--- config.mk ---
export PLATFORM = sky130hd
export DESIGN_NAME = multi_mode_ffreg
export DESIGN_NICKNAME = d
export VERILOG_FILES = /design/src/rtl/multi_mode_ffreg.sv
export SDC_FILE = /design/constraint.sdc
export NUM_CORES = 1
export LEC_CHECK = 0
export BUFFER_PORTS_ARGS = -buffer_cell sky130_fd_sc_hd__buf_2
export CORE_UTILIZATION = 49
export DETAILED_ROUTE_END_ITERATION = 6
export PLACE_DENSITY = 0.8
export SLEW_MARGIN = 30
export SYNTH_ARGS = -nofsm -noshare
export SYNTH_HDL_FRONTEND = slang
export SYNTH_SLANG_ARGS = --single-unit
--- constraint.sdc ---
create_clock -name clk -period 2.95 [get_ports clk]
set_input_delay 0.59 -clock clk [delete_from_list [all_inputs] [get_ports clk]]
set_output_delay 0.59 -clock clk [all_outputs]
set_load 0.01 [all_outputs]
--- src/rtl/multi_mode_ffreg.sv ---
// multi_mode_ffreg: a bank of WIDTH flip-flops. A per-cycle mode selects
// hold, D, JK, T, SR, shift-left, shift-right or rotate-left behaviour.
// The block also has a serial output and registered illegal/changed pulses.
module multi_mode_ffreg #(
  parameter int               WIDTH     = 8,
  parameter logic [WIDTH-1:0] RESET_VAL = {WIDTH{1'b0}}
) (
  input  logic             clk,
  input  logic             rst,
  input  logic             en,
  input  logic [2:0]       mode,
  input  logic [WIDTH-1:0] d,
  input  logic [WIDTH-1:0] j,
  input  logic [WIDTH-1:0] k,
  input  logic             ser_in,
  output logic [WIDTH-1:0] q,
  output logic [WIDTH-1:0] qb,
  output logic             ser_out,
  output logic             illegal,
  output logic             changed
);

  localparam logic [2:0] M_HOLD = 3'b000;
  localparam logic [2:0] M_D    = 3'b001;
  localparam logic [2:0] M_JK   = 3'b010;
  localparam logic [2:0] M_T    = 3'b011;
  localparam logic [2:0] M_SR   = 3'b100;
  localparam logic [2:0] M_SHL  = 3'b101;
  localparam logic [2:0] M_SHR  = 3'b110;
  localparam logic [2:0] M_ROL  = 3'b111;

  logic [WIDTH-1:0] q_q, q_d;
  logic             ser_q, ser_d;
  logic             ill_q, ill_d;
  logic             chg_q, chg_d;

  // SR decode: S=R=1 is neither set nor clear, so that bit holds.
  logic [WIDTH-1:0] sr_set, sr_clr;
  assign sr_set = j & ~k;
  assign sr_clr = k & ~j;

  // Next-state selection. An unknown mode falls to the default and holds.
  // The per-bit forms keep unknown data confined to the bits that use it.
  always_comb begin
    q_d   = q_q;
    ser_d = ser_q;
    ill_d = 1'b0;
    chg_d = 1'b0;
    if (en) begin
      case (mode)
        M_HOLD: q_d = q_q;
        M_D:    q_d = d;
        M_JK:   q_d = (j & ~q_q) | (~k & q_q);
        M_T:    q_d = q_q ^ d;
        M_SR: begin
          q_d   = sr_set | (q_q & ~sr_clr);
          ill_d = |(j & k);
        end
        M_SHL: begin
          q_d   = {q_q[WIDTH-2:0], ser_in};
          ser_d = q_q[WIDTH-1];
        end
        M_SHR: begin
          q_d   = {ser_in, q_q[WIDTH-1:1]};
          ser_d = q_q[0];
        end
        M_ROL: begin
          q_d   = {q_q[WIDTH-2:0], q_q[WIDTH-1]};
          ser_d = q_q[WIDTH-1];
        end
        default: q_d = q_q;
      endcase
      chg_d = (q_d != q_q);
    end
  end

  // State and status registers. Reset asserts asynchronously and forces a defined value.
  always_ff @(posedge clk or negedge rst) begin
    if (!rst) begin
      q_q   <= RESET_VAL;
      ser_q <= 1'b0;
      ill_q <= 1'b0;
      chg_q <= 1'b0;
    end else begin
      q_q   <= q_d;
      ser_q <= ser_d;
      ill_q <= ill_d;
      chg_q <= chg_d;
    end
  end

  assign q       = q_q;
  assign qb      = ~q_q;
  assign ser_out = ser_q;
  assign illegal = ill_q;
  assign changed = chg_q;

`ifndef SYNTHESIS
  // An enabled edge with an unknown mode would silently hold; flag it in simulation.
  mode_known_a: assert property (@(posedge clk) disable iff (!rst) en |-> !$isunknown(mode));
`endif

endmodule

==> results of run 1 <==
==> registers in the layout (all words and copies together), names as in the netlist <==
name	flops
illegal	1
changed	1
q	8
ser_out	1
==> synth_stat cells (2+ instances only) <==
library cell,n
nor2b_1,4
nand3_1,4
inv_1,19
nor2_1,15
nand3b_1,2
mux2_2,2
mux2i_1,8
a311oi_1,4
a22oi_1,4
a211oi_1,2
dfrtp_1,11
and2_1,2
buf_6,2
a311o_1,2
a32oi_1,4
nand2_1,16
a21oi_1,19
a22o_1,2
o21ai_0,9
clkbuf_1,15
a221oi_1,3
a2bb2oi_1,2
maj3_1,3
a31oi_1,4
==> report_power, final <==
group,switching [mW],leakage (nW),internal (mW),total (mW)
Combinational,0.178,0.682,0.169,0.347
Clock,0.0524,0.0177,0.0503,0.103
Sequential,0.0500,0.127,0.175,0.225
==> final cells by class <==
cell class	instances	area [um2]	area share
clock inverter	1	5.005	0.002933
multi-input combinational	137	904.6	0.5301
sequential	11	275.3	0.1613
tap	30	37.54	0.02199
timing repair buffer	65	390.4	0.2287
inverter	19	71.32	0.04179
clock buffer	3	22.52	0.01320
==> layer usage <==
layer	global-route usage	part of all wire	vias to the layer above
met5	0	0	-
met4	0.02991	0.011	0
met3	0.06780	0.052	4
met2	0.5000	0.49	57
met1	0.3586	0.45	716
li1	-	-	792
==> cell usage in the layout, fill, tap and decap left out, drive strengths merged, types with 2 or more instances in the layout <==
cell	Yosys	final
buf	3	65
inv	19	19
a21oi	19	19
nand2	16	16
nor2	15	15
dfrtp	11	11
o21ai	9	9
mux2i	8	8
nand3	4	4
a311oi	4	4
nor2b	4	4
a32oi	4	4
a31oi	4	4
a22oi	4	4
a221oi	3	3
maj3	3	3
clkbuf	15	3
and2	2	2
a211oi	2	2
mux2	2	2
a2bb2oi	2	2
a311o	2	2
nand3b	2	2
a22o	2	2
nor3b	2	2
==> through the flow <==
step | setup TNS, ns | utilization | hold slack (ns) | area [um2] | cells
finish | 0 | 0.6766 | 0.1652 | 1707 | 266
global placement | 0 | 0.6657 | 0.4629 | 1679 | 262
CTS | 0 | 0.6766 | 0.1728 | 1707 | 266
floorplan | 0 | - | 0.2944 | 1334 | 185
global route | 0 | 0.6766 | 0.1685 | 1707 | 266
detailed placement | -0.02223 | 0.6657 | 0.4684 | 1679 | 262
==> path summary, 6_finish.rpt <==
kind | cells after the start | slack (ns) | start | endpoint
setup / recovery | 8 | 0.25 | mode[2] | changed
hold / removal | 1 | 0.17 | rst | q[6]
setup reg to reg | 6 | 0.46 | q[5] | changed
hold reg to reg | 2 | 0.51 | ser_out | ser_out
max in group asynchronous | 1 | 2.58 | rst | q[3]
min in group clk | 2 | 0.51 | ser_out | ser_out
==> logic make-up after synthesis <==
kind of cell / after synthesis / synth area share
buf+inv: 37 / 0.1154
xor+xnor: 1 / 0.006568
compound gates: 68 / 0.3593
mux: 10 / 0.07692
simple gates: 55 / 0.2130
flops: 11 / 0.2064
fa+ha+maj: 3 / 0.02251
==> results by group, run 1 <==
Outcome
  • Run status: completed

Place
  • PortBufs: 49
  • Detailed Place HPWL: slightly above 3000 um
  • GPL Wtd Cong: between 0.9 and 1
  • Place WS: -0.02223 ns

Detailed routing
  • WL/cell: between 10 and 15 um
  • DR pass1 iterations: 4
  • Vias: about 1.6k
  • DRT iter0 DRCs: 40
  • Antenna viol nets, final: 0
  • Final WL: 3802 um
  • Via-to-Cell Ratio: ~5.9
  • Drt drc: 0

Pwr
  • PD cells: 395.5 nW/um2
  • Static Leakage: about 0.83 nW
  • Power Total: ~670 uW
  • Peak supply drop: around 480 uV

STA
  • Fin. max-slew vios: 0
  • Slew @ Worst Pin: slightly above 0.6 ns
  • RSZ-0062 raised after global routing: false
  • Final Hold Fails: 0
  • Setup Skew: ~0.0087 ns
  • Final setup fails: 0
  • Fmax: 369.9 MHz
  • Slew HR: 0.5876
  • Final WS setup: 0.2463 ns
  • Final Critical Period: between 2 and 3 ns
  • Period utilisation layout: 0.9165

Die
  • Chip Height: roughly 54 um
  • Core ar.: 2522 um2
  • Ports: 50
  • Die Width: between 50 and 60 um
  • Initial Util: 0.5288
  • Die ar.: ~2900 um2
  • Row count: 18

Critical path
  • Setup crit start kind: input port
  • Endpoint type of the worst setup path: flop
  • Delay-heaviest family, CP: compound AO/OA/AOI/OAI gates
  • CP max-delay cell: nor2_1
  • Worst Path Arrival: approximately 2.9 ns
  • Buf+Inv Stages, Crit Path: 2
  • WS Path Type: input port to flop
  • Worst path required time: ~3.1 ns
  • CP peak stage delay: 0.48 ns
  • Crit-path cells: buf_2 -> buf_4 -> nor2_1 -> a221oi_1 -> a32o_1 -> a211o_1 -> or4_1 -> a22o_1
  • Crit-path max FO: 12

Logic synthesis
  • Yosys reg bits: 11
  • Share of the synthesized area in the top cell type: 0.2064
  • Syn nets: approximately 220
  • Post-synth EDFFs: 0
  • Register area share after synthesis: 0.2064
  • Post-Syn Area: 1334 um2
  • Synth cell types: between 50 and 60
  • Syn Inst Count: about 190
  • Synth Area per Inst: 7.210 um2
  • Post-synth top flop: dfrtp_1
  • Warnings, synthesis: 0
  • Area contributors post-synth: dfrtp_1 (21%), a21oi_1 (7.1%), mux2i_1 (6.0%)
  • Post-synth ARST share: 1.000
  • Biggest area consumer among synthesized cells: dfrtp_1

Clocking
  • Clk sinks: 11
  • Clock-pin slew on the worst setup and hold paths: 0.08 ns
  • Post_cts resized: 0
  • Number of CTS-inserted buffers: 3
  • Worst-case clock buffer depth: 2
  • Clk_lat worst skew: between 0.2 and 0.3 ns
  • CTS Hold Bufs: 0
  • H-tree Lvls: 1
  • CTS tree: done
  • Setup Fix Bufs, Post-CTS: 0
  • Root buf cell: clkbuf_4

Layout
  • Fillers: ~240
  • Share of layout cells above drive strength 1: 0.3263
  • # diodes: 0
  • Nets@finish: ~270
  • Area Overhead vs Synth: 27.96%

Global route
  • Initial antenna violation count: 0
  • Total gr overflow: 0
  • Largest net degree at the start of global routing: 18
  • Total track usage: 0.2846
  • Vias in the first global route: around 1.4k
  • First-pass GRT wire length: around 6100 um

Job
  • Max cap viols: 0

Min path
  • Worst hold path type: input port to asynchronous set/reset pin
Note: power is estimated with default switching activity, not from simulation.
==> run 2: changes to the inputs <==
--- a/config.mk
+++ b/config.mk
@@ -6,6 +6,7 @@
 export NUM_CORES = 1
 export LEC_CHECK = 0
 export BUFFER_PORTS_ARGS = -buffer_cell sky130_fd_sc_hd__buf_2
+export CORE_ASPECT_RATIO = 0.75
 export CORE_UTILIZATION = 49
 export DETAILED_ROUTE_END_ITERATION = 6
 export PLACE_DENSITY = 0.8
==> run 2 against run 1 <==
Against the previous run:
- core utilization is 3.5 points higher
- cell count up 3.4%
- clock-buffer cell count increased by 1
- setup slack got worse by 0.098 ns
- critical path type unchanged
- critical endpoint unchanged
- largest power group unchanged
==> results by group, run 2 (synthesized netlist as in run 1, its figures left out) <==
Layout
  • Share of layout cells above drive strength 1: 0.3361
  • Area occupied by multi-input gates: slightly above 900 um2
  • Commonest cells after routing, fill and taps aside: buf_2 (49), buf_4 (20), inv_1 (19), a21oi_1 (19), nand2_1 (16)
  • # diodes: 0
  • Final core occ: 0.7113
  • Max FFs per register: 8
  • Area Overhead vs Synth: 30.11%
  • Most common cell after layout, fill and taps aside: buf_2
  • Nets@finish: approximately 270
  • Reg area: 275.3 um2
  • Fillers: about 220

Job
  • Max cap viols: 0

Place
  • Place WS: -0.05891 ns
  • GPL Wtd Cong: roughly 0.96
  • Detailed Place HPWL: around 3500 um
  • PortBufs: 49

Detailed routing
  • Final WL: roughly 4400 um
  • Drt drc: 0
  • Antenna viol nets, final: 0
  • Vias: roughly 1.7k
  • WL/cell: around 16 um
  • Via-to-Cell Ratio: about 6.2
  • DR pass1 iterations: 5
  • DRT iter0 DRCs: ~200

Critical path
  • WS Path Type: input port to flop
  • Setup crit start kind: input port
  • Crit-path cells: buf_2 -> nor3b_1 -> buf_4 -> a21oi_1 -> a311oi_1 -> a211oi_1 -> mux2_2 -> or4_1 -> a22o_1
  • Reg-to-Reg Start: q[5]
  • CP max-delay cell: or4_1
  • Worst Path Arrival: just under 3 ns
  • Crit path from: mode[1]
  • Worst path required time: approximately 3.1 ns
  • Reg2reg setup slack: about 0.4 ns
  • Critical Path Sink: changed
  • Worst r2r path cells: 6
  • CP peak stage delay: about 0.52 ns
  • Endpoint type of the worst setup path: flop
  • Crit Reg-Reg Endpoint: changed
  • Crit-path max FO: 4

Clocking
  • Root buf cell: clkbuf_4
  • Setup Fix Bufs, Post-CTS: 0
  • CTS tree: done
  • Clock-pin slew on the worst setup and hold paths: about 0.080 ns
  • Post_cts resized: 0
  • Clk_lat worst skew: between 0.2 and 0.3 ns
  • Clk sinks: 11
  • H-tree Lvls: 1
  • Number of CTS-inserted buffers: 3
  • CTS Hold Bufs: 0
  • Worst-case clock buffer depth: 2

Global route
  • Initial antenna violation count: 0
  • First-pass GRT wire length: around 7000 um
  • Total gr overflow: 0
  • Largest net degree at the start of global routing: 15
  • Vias in the first global route: approximately 1.5k
  • Total track usage: 0.3082

STA
  • Final Hold Fails: 0
  • RSZ-0062 raised after global routing: false
  • Slew HR: 0.5442
  • Hold slack: approximately 0.18 ns
  • Fmax: 356.9 MHz
  • Setup TNS Final: 0 ns
  • Fin. max-slew vios: 0
  • Final Critical Period: 2.802 ns
  • Final setup fails: 0
  • Final WS setup: 0.1484 ns
  • Setup Skew: 0.006491 ns
  • Period utilisation layout: 0.9497
  • Slew @ Worst Pin: ~0.7 ns

Die
  • Die ar.: 2937 um2
  • Ports: 50
  • Row count: 15
  • Chip Height: between 40 and 50 um
  • Initial Util: 0.5467
  • Die Width: 62.25 um
  • Core ar.: 2440 um2

Outcome
  • Run status: completed

Pwr
  • Peak supply drop: 226.1 uV
  • Static Leakage: about 0.84 nW
  • Power Total: between 600 and 700 uW
  • PD cells: between 400 and 500 nW/um2

Min path
  • Worst hold path type: input port to asynchronous set/reset pin
[run 2: changes by cell type in the layout (fill, tap and decap cells not counted), sizes merged]
cell,previous run,this run
clkbuf,3,4
clkinv,1,0
buf,65,70
[run 2: worst max-delay path: cells and delay by family]
family | cells | cell delay [ns]
buffers and inverters | 2 | 0.34
AO/OA/AOI/OAI | 4 | 0.80
AND/OR/NAND/NOR | 2 | 0.95
multiplexers | 1 | 0.29
[run 2: cell type report]
| cell class | count | area share |
|---|---|---|
| multi-input combinational | 137 | 0.5213 |
| timing repair buffer | 70 | 0.2394 |
| sequential | 11 | 0.1586 |
| inverter | 19 | 0.04110 |
| tap | 34 | 0.02451 |
| clock buffer | 4 | 0.01514 |
[run 2: worst min path at each step]
stage | startpoint | endpoint | slack, ns | cells after the start
global placement | rst | illegal | 0.46 | 1
CTS | rst | q[4] | 0.19 | 1
detailed placement | rst | q[4] | 0.48 | 1
finish | rst | q[4] | 0.18 | 1
global route | rst | ser_out | 0.19 | 1
floorplan | rst | changed | 0.29 | 0
[run 2: metrics by stage]
stage | instance area [um2] | std cells
after floorplan | 1334 | 185
after global placement | 1709 | 271
after detailed placement | 1709 | 271
after CTS | 1735 | 275
after global routing | 1735 | 275
final | 1735 | 275
[run 2: power breakdown]
part           leakage [nW]  switching, mW  internal, mW
Combinational         0.703          0.198         0.174
Clock                0.0150         0.0535        0.0524
Sequential            0.127         0.0443         0.175
Total                 0.845          0.295         0.401
[run 2: metal layers]
| layer | GRT usage | part of all wire | vias up |
|---|---|---|---|
| met1 | 0.3660 | 0.42 | 776 |
| met4 | 0.07442 | 0.012 | 0 |
| met2 | 0.5978 | 0.47 | 114 |
| met3 | 0.06068 | 0.096 | 6 |
| met5 | 0 | 0 | - |
| li1 | - | - | 801 |
==> run 3: changes to the inputs <==
--- a/config.mk
+++ b/config.mk
@@ -9,7 +9,7 @@
 export CORE_ASPECT_RATIO = 0.75
 export CORE_UTILIZATION = 49
 export DETAILED_ROUTE_END_ITERATION = 6
-export PLACE_DENSITY = 0.8
+export PLACE_DENSITY = 0.84
 export SLEW_MARGIN = 30
 export SYNTH_ARGS = -nofsm -noshare
 export SYNTH_HDL_FRONTEND = slang
==> run 3 against run 2 <==
Against the previous run:
- clock skew fell by 0.0043 ns
- worst hold slack got worse by 0.0036 ns
- fmax rose by 1.6%
- cell count fell by 0.73%
- die area did not move
- global-route usage fell by 0.82 points
- critical path type unchanged
- largest power group unchanged
==> results by group, run 3 (synthesized netlist as in run 1, its figures left out) <==
Layout
  • Nets@finish: between 200 and 300
  • Final core occ: 0.7103
  • Max FFs per register: 8
  • Most common cell after layout, fill and taps aside: buf_2
  • Share of layout cells above drive strength 1: 0.3305
  • Final Cell Area: between 1500 and 2000 um2
  • Layout Cells excl Fill: 273
  • # diodes: 0
  • Area Overhead vs Synth: 29.92%
  • Commonest cells after routing, fill and taps aside: buf_2 (49), inv_1 (19), a21oi_1 (19)

STA
  • Fin. max-slew vios: 0
  • Final WS setup: 0.1938 ns
  • Final setup fails: 0
  • Hold slack: ~0.18 ns
  • Slew @ Worst Pin: approximately 0.63 ns
  • Period utilisation layout: 0.9343
  • Final Hold Fails: 0
  • RSZ-0062 raised after global routing: false
  • Setup TNS Final: 0 ns
  • Setup Skew: roughly 0.0022 ns
  • Slew HR: 0.5743
  • Final Critical Period: around 2.8 ns
  • Fmax: ~360 MHz

Detailed routing
  • Drt drc: 0
  • Via-to-Cell Ratio: slightly above 6
  • Vias: 1696
  • Antenna viol nets, final: 0
  • WL/cell: ~16 um
  • Final WL: ~4300 um
  • DRT iter0 DRCs: approximately 170
  • DR pass1 iterations: 5

Pwr
  • Power Total: about 700 uW
  • Peak supply drop: roughly 220 uV
  • PD cells: 400.2 nW/um2
  • Static Leakage: roughly 0.84 nW

Outcome
  • Run status: completed

Critical path
  • Endpoint type of the worst setup path: flop
  • Worst r2r path cells: 7
  • Worst path required time: 3.11 ns
  • Worst Path Arrival: roughly 2.9 ns
  • Crit-path max FO: 5
  • Setup crit start kind: input port
  • WS Path Type: input port to flop

Clocking
  • Root buf cell: clkbuf_4
  • Clock-pin slew on the worst setup and hold paths: 0.07 ns
  • H-tree Lvls: 1
  • Clk_lat worst skew: 0.27 ns
  • Setup Fix Bufs, Post-CTS: 0
  • CTS Hold Bufs: 0
  • Post_cts resized: 0
  • CTS tree: done
  • Number of CTS-inserted buffers: 3
  • Worst-case clock buffer depth: 2
  • Clk sinks: 11

Global route
  • Largest net degree at the start of global routing: 21
  • Total gr overflow: 0
  • Total track usage: 0.2999
  • Vias in the first global route: roughly 1.4k
  • First-pass GRT wire length: approximately 6700 um
  • Initial antenna violation count: 0

Place
  • GPL Wtd Cong: just over 0.9
  • PortBufs: a little under 50
  • DP Area: 1707 um2
  • Place WS: ~0.0068 ns
  • Detailed Place HPWL: 3376 um
  • DP Cell Count: 269

Die
  • Ports: 50
  • Die Width: 62.25 um
  • Chip Height: ~47 um
  • Initial Util: 0.5467
  • Core ar.: approximately 2400 um2
  • Row count: 15
  • Die ar.: 2937 um2

Min path
  • Worst hold path type: input port to asynchronous set/reset pin

Job
  • Max cap viols: 0
[run 3: cell count changes in the layout (fill, tap and decap cells not counted), sizes merged]
cell  previous run  this run
buf             70        68
[run 3: final cells by class]
class                      count  area, um2
multi-input combinational    137      904.6
fill                         233      706.9
timing repair buffer          68      412.9
sequential                    11      275.3
inverter                      19      71.32
tap                           34      42.54
clock buffer                   4      26.28
[run 3: final timing paths]
path	from	end	slack [ns]
worst min-delay path	rst	q[0]	0.18
max in group asynchronous	rst	changed	2.56
worst min register to register	ser_out	ser_out	0.54
worst max register to register	q[2]	changed	0.36
worst max-delay path	mode[0]	changed	0.19
min in group clk	ser_out	ser_out	0.54
[run 3: where the power goes]
part	total, mW	switching (mW)	leakage, nW	internal (mW)
clock network	0.106	0.0533	0.0150	0.0524
logic	0.359	0.187	0.698	0.171
registers	0.229	0.0538	0.127	0.175
[run 3: worst max-delay path, stage by stage]
cell	delay (ns)
buf_2	0.12
buf_4	0.15
nor2b_1	0.14
a32oi_1	0.19
nand2_1	0.07
a211oi_1	0.55
o221ai_1	0.25
or4b_2	0.64
a22o_1	0.22
[run 3: routing by layer]
layer | vias to the layer above | GRT usage | share of wire
li1 | 793 | - | -
met2 | 114 | 0.5275 | 0.45
met4 | 0 | 0.09767 | 0.027
met1 | 774 | 0.3893 | 0.43
met5 | - | 0 | 0
met3 | 15 | 0.05097 | 0.090
